[src/rtl/dmem_arbiter.sv]
// dmem_arbiter: two-port round-robin arbiter and sequencer for the
// single-port data_memory (synchronous write, combinational read).
//
// One request is accepted at a time. A granted request is latched, then
// drives exactly one memory access cycle. A one-cycle registered response
// (rvalid/rdata/err) goes back to the owning port on the following cycle.
// Misaligned or out-of-range addresses never touch memory. Instead, they
// return err=1 with rdata=0.
//
// Ports:
//   clk, rst_n                    clock, asynchronous active-low reset
//   mX_req/we/addr/wdata          port X request; fields held until mX_gnt
//   mX_gnt                        port X accepted this cycle (combinational)
//   mX_rvalid/rdata/err           port X one-cycle response
//   MemRead/MemWrite              memory strobes, high only in the access cycle
//   mem_addr/mem_write_data       memory address/data, zero outside an access
//   mem_read_data                 memory combinational read data
module dmem_arbiter #(
    parameter int ADDR_W    = 32,
    parameter int DATA_W    = 32,
    parameter int MEM_BYTES = 4096
) (
    input  logic              clk,
    input  logic              rst_n,
    input  logic              m0_req,
    input  logic              m0_we,
    input  logic [ADDR_W-1:0] m0_addr,
    input  logic [DATA_W-1:0] m0_wdata,
    output logic              m0_gnt,
    output logic              m0_rvalid,
    output logic [DATA_W-1:0] m0_rdata,
    output logic              m0_err,
    input  logic              m1_req,
    input  logic              m1_we,
    input  logic [ADDR_W-1:0] m1_addr,
    input  logic [DATA_W-1:0] m1_wdata,
    output logic              m1_gnt,
    output logic              m1_rvalid,
    output logic [DATA_W-1:0] m1_rdata,
    output logic              m1_err,
    output logic              MemRead,
    output logic              MemWrite,
    output logic [ADDR_W-1:0] mem_addr,
    output logic [DATA_W-1:0] mem_write_data,
    input  logic [DATA_W-1:0] mem_read_data
);

    typedef enum logic {IDLE, ACCESS} state_t;

    typedef struct packed {
        logic              owner;
        logic              we;
        logic              err;
        logic [ADDR_W-1:0] addr;
        logic [DATA_W-1:0] wdata;
    } req_t;

    // The range check uses the full address width, so high address bits
    // cannot alias into the decoded window.
    localparam logic [ADDR_W-1:0] MEM_LIMIT = ADDR_W'(MEM_BYTES);

    state_t            state, state_nxt;
    logic              last_owner;
    req_t              lat;
    logic [1:0]        req, gnt;
    logic              win, take;
    logic              sel_we;
    logic [ADDR_W-1:0] sel_addr;
    logic [DATA_W-1:0] sel_wdata;
    logic              acc_ok;

    logic [1:0]             rvalid_q, err_q;
    logic [1:0][DATA_W-1:0] rdata_q;

    assign req = {m1_req, m0_req};

    // Arbitration happens only in IDLE. On a tie, the port that did not
    // own the previous access wins.
    always_comb begin
        win       = 1'b0;
        take      = 1'b0;
        gnt       = 2'b00;
        state_nxt = state;
        case (state)
            IDLE: begin
                if (|req) begin
                    win       = (&req) ? ~last_owner : req[1];
                    take      = 1'b1;
                    gnt       = win ? 2'b10 : 2'b01;
                    state_nxt = ACCESS;
                end
            end
            ACCESS:  state_nxt = IDLE;
            default: state_nxt = IDLE;
        endcase
    end

    assign m0_gnt = gnt[0];
    assign m1_gnt = gnt[1];

    assign sel_we    = win ? m1_we    : m0_we;
    assign sel_addr  = win ? m1_addr  : m0_addr;
    assign sel_wdata = win ? m1_wdata : m0_wdata;

    always_ff @(posedge clk or negedge rst_n) begin
        if (!rst_n) begin
            state      <= IDLE;
            last_owner <= 1'b1;
            lat        <= '0;
        end else begin
            state <= state_nxt;
            if (take) begin
                lat.owner  <= win;
                lat.we     <= sel_we;
                lat.addr   <= sel_addr;
                lat.wdata  <= sel_wdata;
                lat.err    <= (sel_addr[1:0] != 2'b00) || (sel_addr >= MEM_LIMIT);
                last_owner <= win;
            end
        end
    end

    // Memory strobes come combinationally from the state register. An
    // asynchronous reset therefore drops MemWrite immediately.
    assign acc_ok         = (state == ACCESS) && !lat.err;
    assign MemRead        = acc_ok && !lat.we;
    assign MemWrite       = acc_ok && lat.we;
    assign mem_addr       = acc_ok ? lat.addr  : '0;
    assign mem_write_data = acc_ok ? lat.wdata : '0;

    // rdata/err hold between pulses. They are meaningful only with rvalid.
    always_ff @(posedge clk or negedge rst_n) begin
        if (!rst_n) begin
            rvalid_q <= '0;
            err_q    <= '0;
            rdata_q  <= '0;
        end else begin
            for (int p = 0; p < 2; p++) begin
                if ((state == ACCESS) && (lat.owner == 1'(p))) begin
                    rvalid_q[p] <= 1'b1;
                    err_q[p]    <= lat.err;
                    rdata_q[p]  <= (!lat.we && !lat.err) ? mem_read_data : '0;
                end else begin
                    rvalid_q[p] <= 1'b0;
                end
            end
        end
    end

    assign m0_rvalid = rvalid_q[0];
    assign m0_err    = err_q[0];
    assign m0_rdata  = rdata_q[0];
    assign m1_rvalid = rvalid_q[1];
    assign m1_err    = err_q[1];
    assign m1_rdata  = rdata_q[1];

endmodule
[config.mk]
export PLATFORM = sky130hd
export DESIGN_NAME = dmem_arbiter
export DESIGN_NICKNAME = d
export VERILOG_FILES = /design/src/rtl/dmem_arbiter.sv
export SDC_FILE = /design/constraint.sdc
export NUM_CORES = 1
export LEC_CHECK = 0
export CAP_MARGIN = 20
export CORE_UTILIZATION = 35
export DETAILED_ROUTE_END_ITERATION = 10
export GPL_TIMING_DRIVEN = 0
export PLACE_DENSITY = 0.84
export SKIP_CTS_REPAIR_TIMING = 1
export SYNTH_ARGS = -nofsm -noshare
export SYNTH_HDL_FRONTEND = slang
export SYNTH_SLANG_ARGS = --single-unit
[constraint.sdc]
create_clock -name clk -period 1.5 [get_ports clk]
set_clock_uncertainty 0.2 [all_clocks]
set_input_delay 0.225 -clock clk [delete_from_list [all_inputs] [get_ports clk]]
set_output_delay 0.225 -clock clk [all_outputs]
set_load 0.02 [all_outputs]
==> impl_metrics.csv <==
group,metric,value,unit
run_status,status,"finished with violations",
run_status,violations,"negative setup slack",
die,num_io_pins,302,
setup_path,cp.required,1070,ps
setup_path,slowest_delay,370,ps
logic_synthesis,synth-compound-area-share,14.4,%
detailed_routing,route.detailed.drc,0,
logic_synthesis,synthTopCellsByArea,"dfrtp_1 (55%), nand2_1 (9.8%), o21ai_0 (9.6%), and2_1 (6.7%), mux2i_1 (5.4%)",
layout,nNetsFinal,1212,
detailed_routing,drtIter0Drc,283,
grt,grt_pass1_wl,31900,um
die,start_util,35.7,%
cts,tritoncts,"done",
setup_path,endpoint_kind,"primary output",
setup_path,path_cells,"buf_6 -> nor2b_4 -> buf_8 -> buf_8 -> and2_2 -> buf_6",
placement,portBuffers,301,
cts,cts_max_path_buffers,2,
setup_path,crit_slowest_cell,"dfrtp_1",
die,core_area,17200,um2
sta,max_freq,475,MHz
cts,clock-sinks,137,
layout,final_cell_mix,"clkdlybuf4s50_1 (164), nand2_1 (144), dfrtp_1 (135), o21ai_1 (91), buf_6 (77)",
logic_synthesis,synth_top_area_cell,"dfrtp_1",
placement,dpl.hpwl,15700,um
detailed_routing,routedWlPerCell,18.5,um
detailed_routing,wl,23700,um
placement,gp_congestion,0.875,
sta,drv_slew,0,
grt,grt-ovfl-total,0,
sta,timing.final.crit_share,140,%
layout,areaGrowthSynthToFinish,90.5,%
logic_synthesis,synthFlopType,"dfrtp_1",
setup_path,worstPathArrival,1680,ps
cts,cts_made_buffers,17,
logic_synthesis,synthSimpleGateAreaFrac,20.4,%
logic_synthesis,yosys_warnings,0,
logic_synthesis,syn_nets,844,
layout,layout-drive-gt1-share,31.5,%
detailed_routing,ant_nets,0,
cts,cts-root-buf,"clkbuf_16",
grt,grt_pass1_vias,6079,
setup_path,cp_max_fo,10,
cts,cts_max_level,4,
logic_synthesis,synth_adder_area_share,0,%
detailed_routing,vias_per_cell,5.05,
logic_synthesis,yosys.area.top_type_share,55.3,%
logic_synthesis,synth_area,6150,um2
detailed_routing,vias,6483,
cts,insertion_delay,420,ps
die,rows,48,
layout,multi_input_area,2980,um2
hold_path,min_path_type,"in2async",
sta,period_needed,2110,ps
logic_synthesis,ys_ff_latch,137,
logic_synthesis,synth.avg_cell_area,9.08,um2
grt,antenna_found_initial,0,
logic_synthesis,yosysSeqAreaShare,55.7,%
logic_synthesis,synth_mux_area_share,5.73,%
die,fp.dieH,135,um
setup_path,path_class,"reg2out",
power_and_ir_drop,vdd_drop_max,0.815,mV
power_and_ir_drop,p_leak,6.23,nW
grt,grt_usage,23.2,%
sta,holdWs,118,ps
layout,n_fill_cell,1238,
layout,stdcell_count,1284,
placement,dp.cells,1205,
logic_synthesis,synthCells,678,
logic_synthesis,synth_edf_count,0,
logic_synthesis,synth_cell_types,26,
layout,layout_commonest_cell,"clkdlybuf4s50_1",
die,fp.dieArea,18100,um2
sta,worst_pin_slew,597,ps
layout,seq_area,3430,um2
sta,setup_tns,-54750,ps
setup_path,cp-start-kind,"register",
placement,place_ws,-1270,ps
sta,final-hold-violation-count,0,
sta,slew_headroom,59.8,%
logic_synthesis,synth_xor_area_share,0,%
sta,setup_viol,146,
die,die_x,135,um
cts,clk_pin_slew,60,ps
sta,setup_slack,-605,ps
logic_synthesis,async_flop_share,100,%
grt,grt_max_degree,92,
sta,rsz0062_at_grt,"yes",
detailed_routing,firstDrtPassIters,5,
job,drv_cap,0,
power_and_ir_drop,powerDensity,918,nW/um2
logic_synthesis,synth_top_family_by_area,"simple AND/OR/NAND/NOR gates",
layout,num_antenna_cells,0,
-- final timing paths --
kind | start | to | slack (ps) | cells after the start
min reg2reg | lat[43] | lat[43] | 280 | 2
min in group clk | mem_read_data[10] | m0_rdata[10] | 180 | 3
max reg2reg | last_owner | lat[51] | -370 | 7
max | state | mem_addr[12] | -610 | 6
max in group asynchronous | rst_n | last_owner | 120 | 3
min | rst_n | m0_rdata[31] | 120 | 2
-- flip-flops by register name (all words and copies together), names as in the netlist --
signal,cells
lat,67
m0_rdata,32
m1_rdata,32
err_q,2
rvalid_q,2
last_owner,1
state,1
-- worst max-delay path: cells and delay by family, from the launching register on --
| kind | cells | cell delay, ps |
|---|---|---|
| buffers and inverters | 4 | 550 |
| flip-flops | 1 | 370 |
| AND/OR/NAND/NOR | 2 | 330 |
-- where the power goes --
part / total (mW) / leakage [nW] / switching (mW) / internal [mW]
Clock: 3.99 / 0.258 / 1.82 / 2.17
Combinational: 2.45 / 4.20 / 1.13 / 1.33
Sequential: 4.32 / 1.77 / 0.222 / 4.10
-- metal layers --
metal  share of wire (%)  GRT usage [%]  routed length [um]
met2                  52           39.8               12400
met5                   0              0                   0
met4                 2.9           9.74                 694
met3                 6.8           7.17                1610
met1                  38           26.7                9000
-- kinds of logic (layout without fill, tap and decap cells) --
| family | count (synthesis) | after routing |
|---|---|---|
| mux | 35 | 35 |
| buf+inv | 54 | 435 |
| flops | 137 | 137 |
| compound gates | 170 | 170 |
| simple gates | 282 | 282 |
-- through the flow --
step	cell area, um2	total power, mW	utilization, %
CTS	10300	10.1	59.8
global route	11700	11.2	68.0
floorplan	6430	5.21	-
finish	11700	10.8	68.0
global placement	9720	6.06	56.4
detailed placement	9750	6.12	56.6
-- area by class of cell --
type | instances | area share, %
clock buffer | 17 | 3.63
clock inverter | 15 | 1.08
tap | 225 | 2.40
inverter | 6 | 0.213
sequential | 137 | 29.3
timing repair buffer | 350 | 33.2
buffer | 47 | 4.82
multi-input combinational | 487 | 25.4
-- cell usage after synthesis (4+ instances only) --
master,number
nand2_1,161
dfrtp_1,136
o21ai_0,118
and2_1,66
nor2_1,39
clkbuf_1,36
a21oi_1,34
mux2i_1,33
o21ai_1,10
nor4_1,8
buf_2,7
buf_4,5
inv_1,4
nand3_1,4
(Power assumes the default switching activity.)
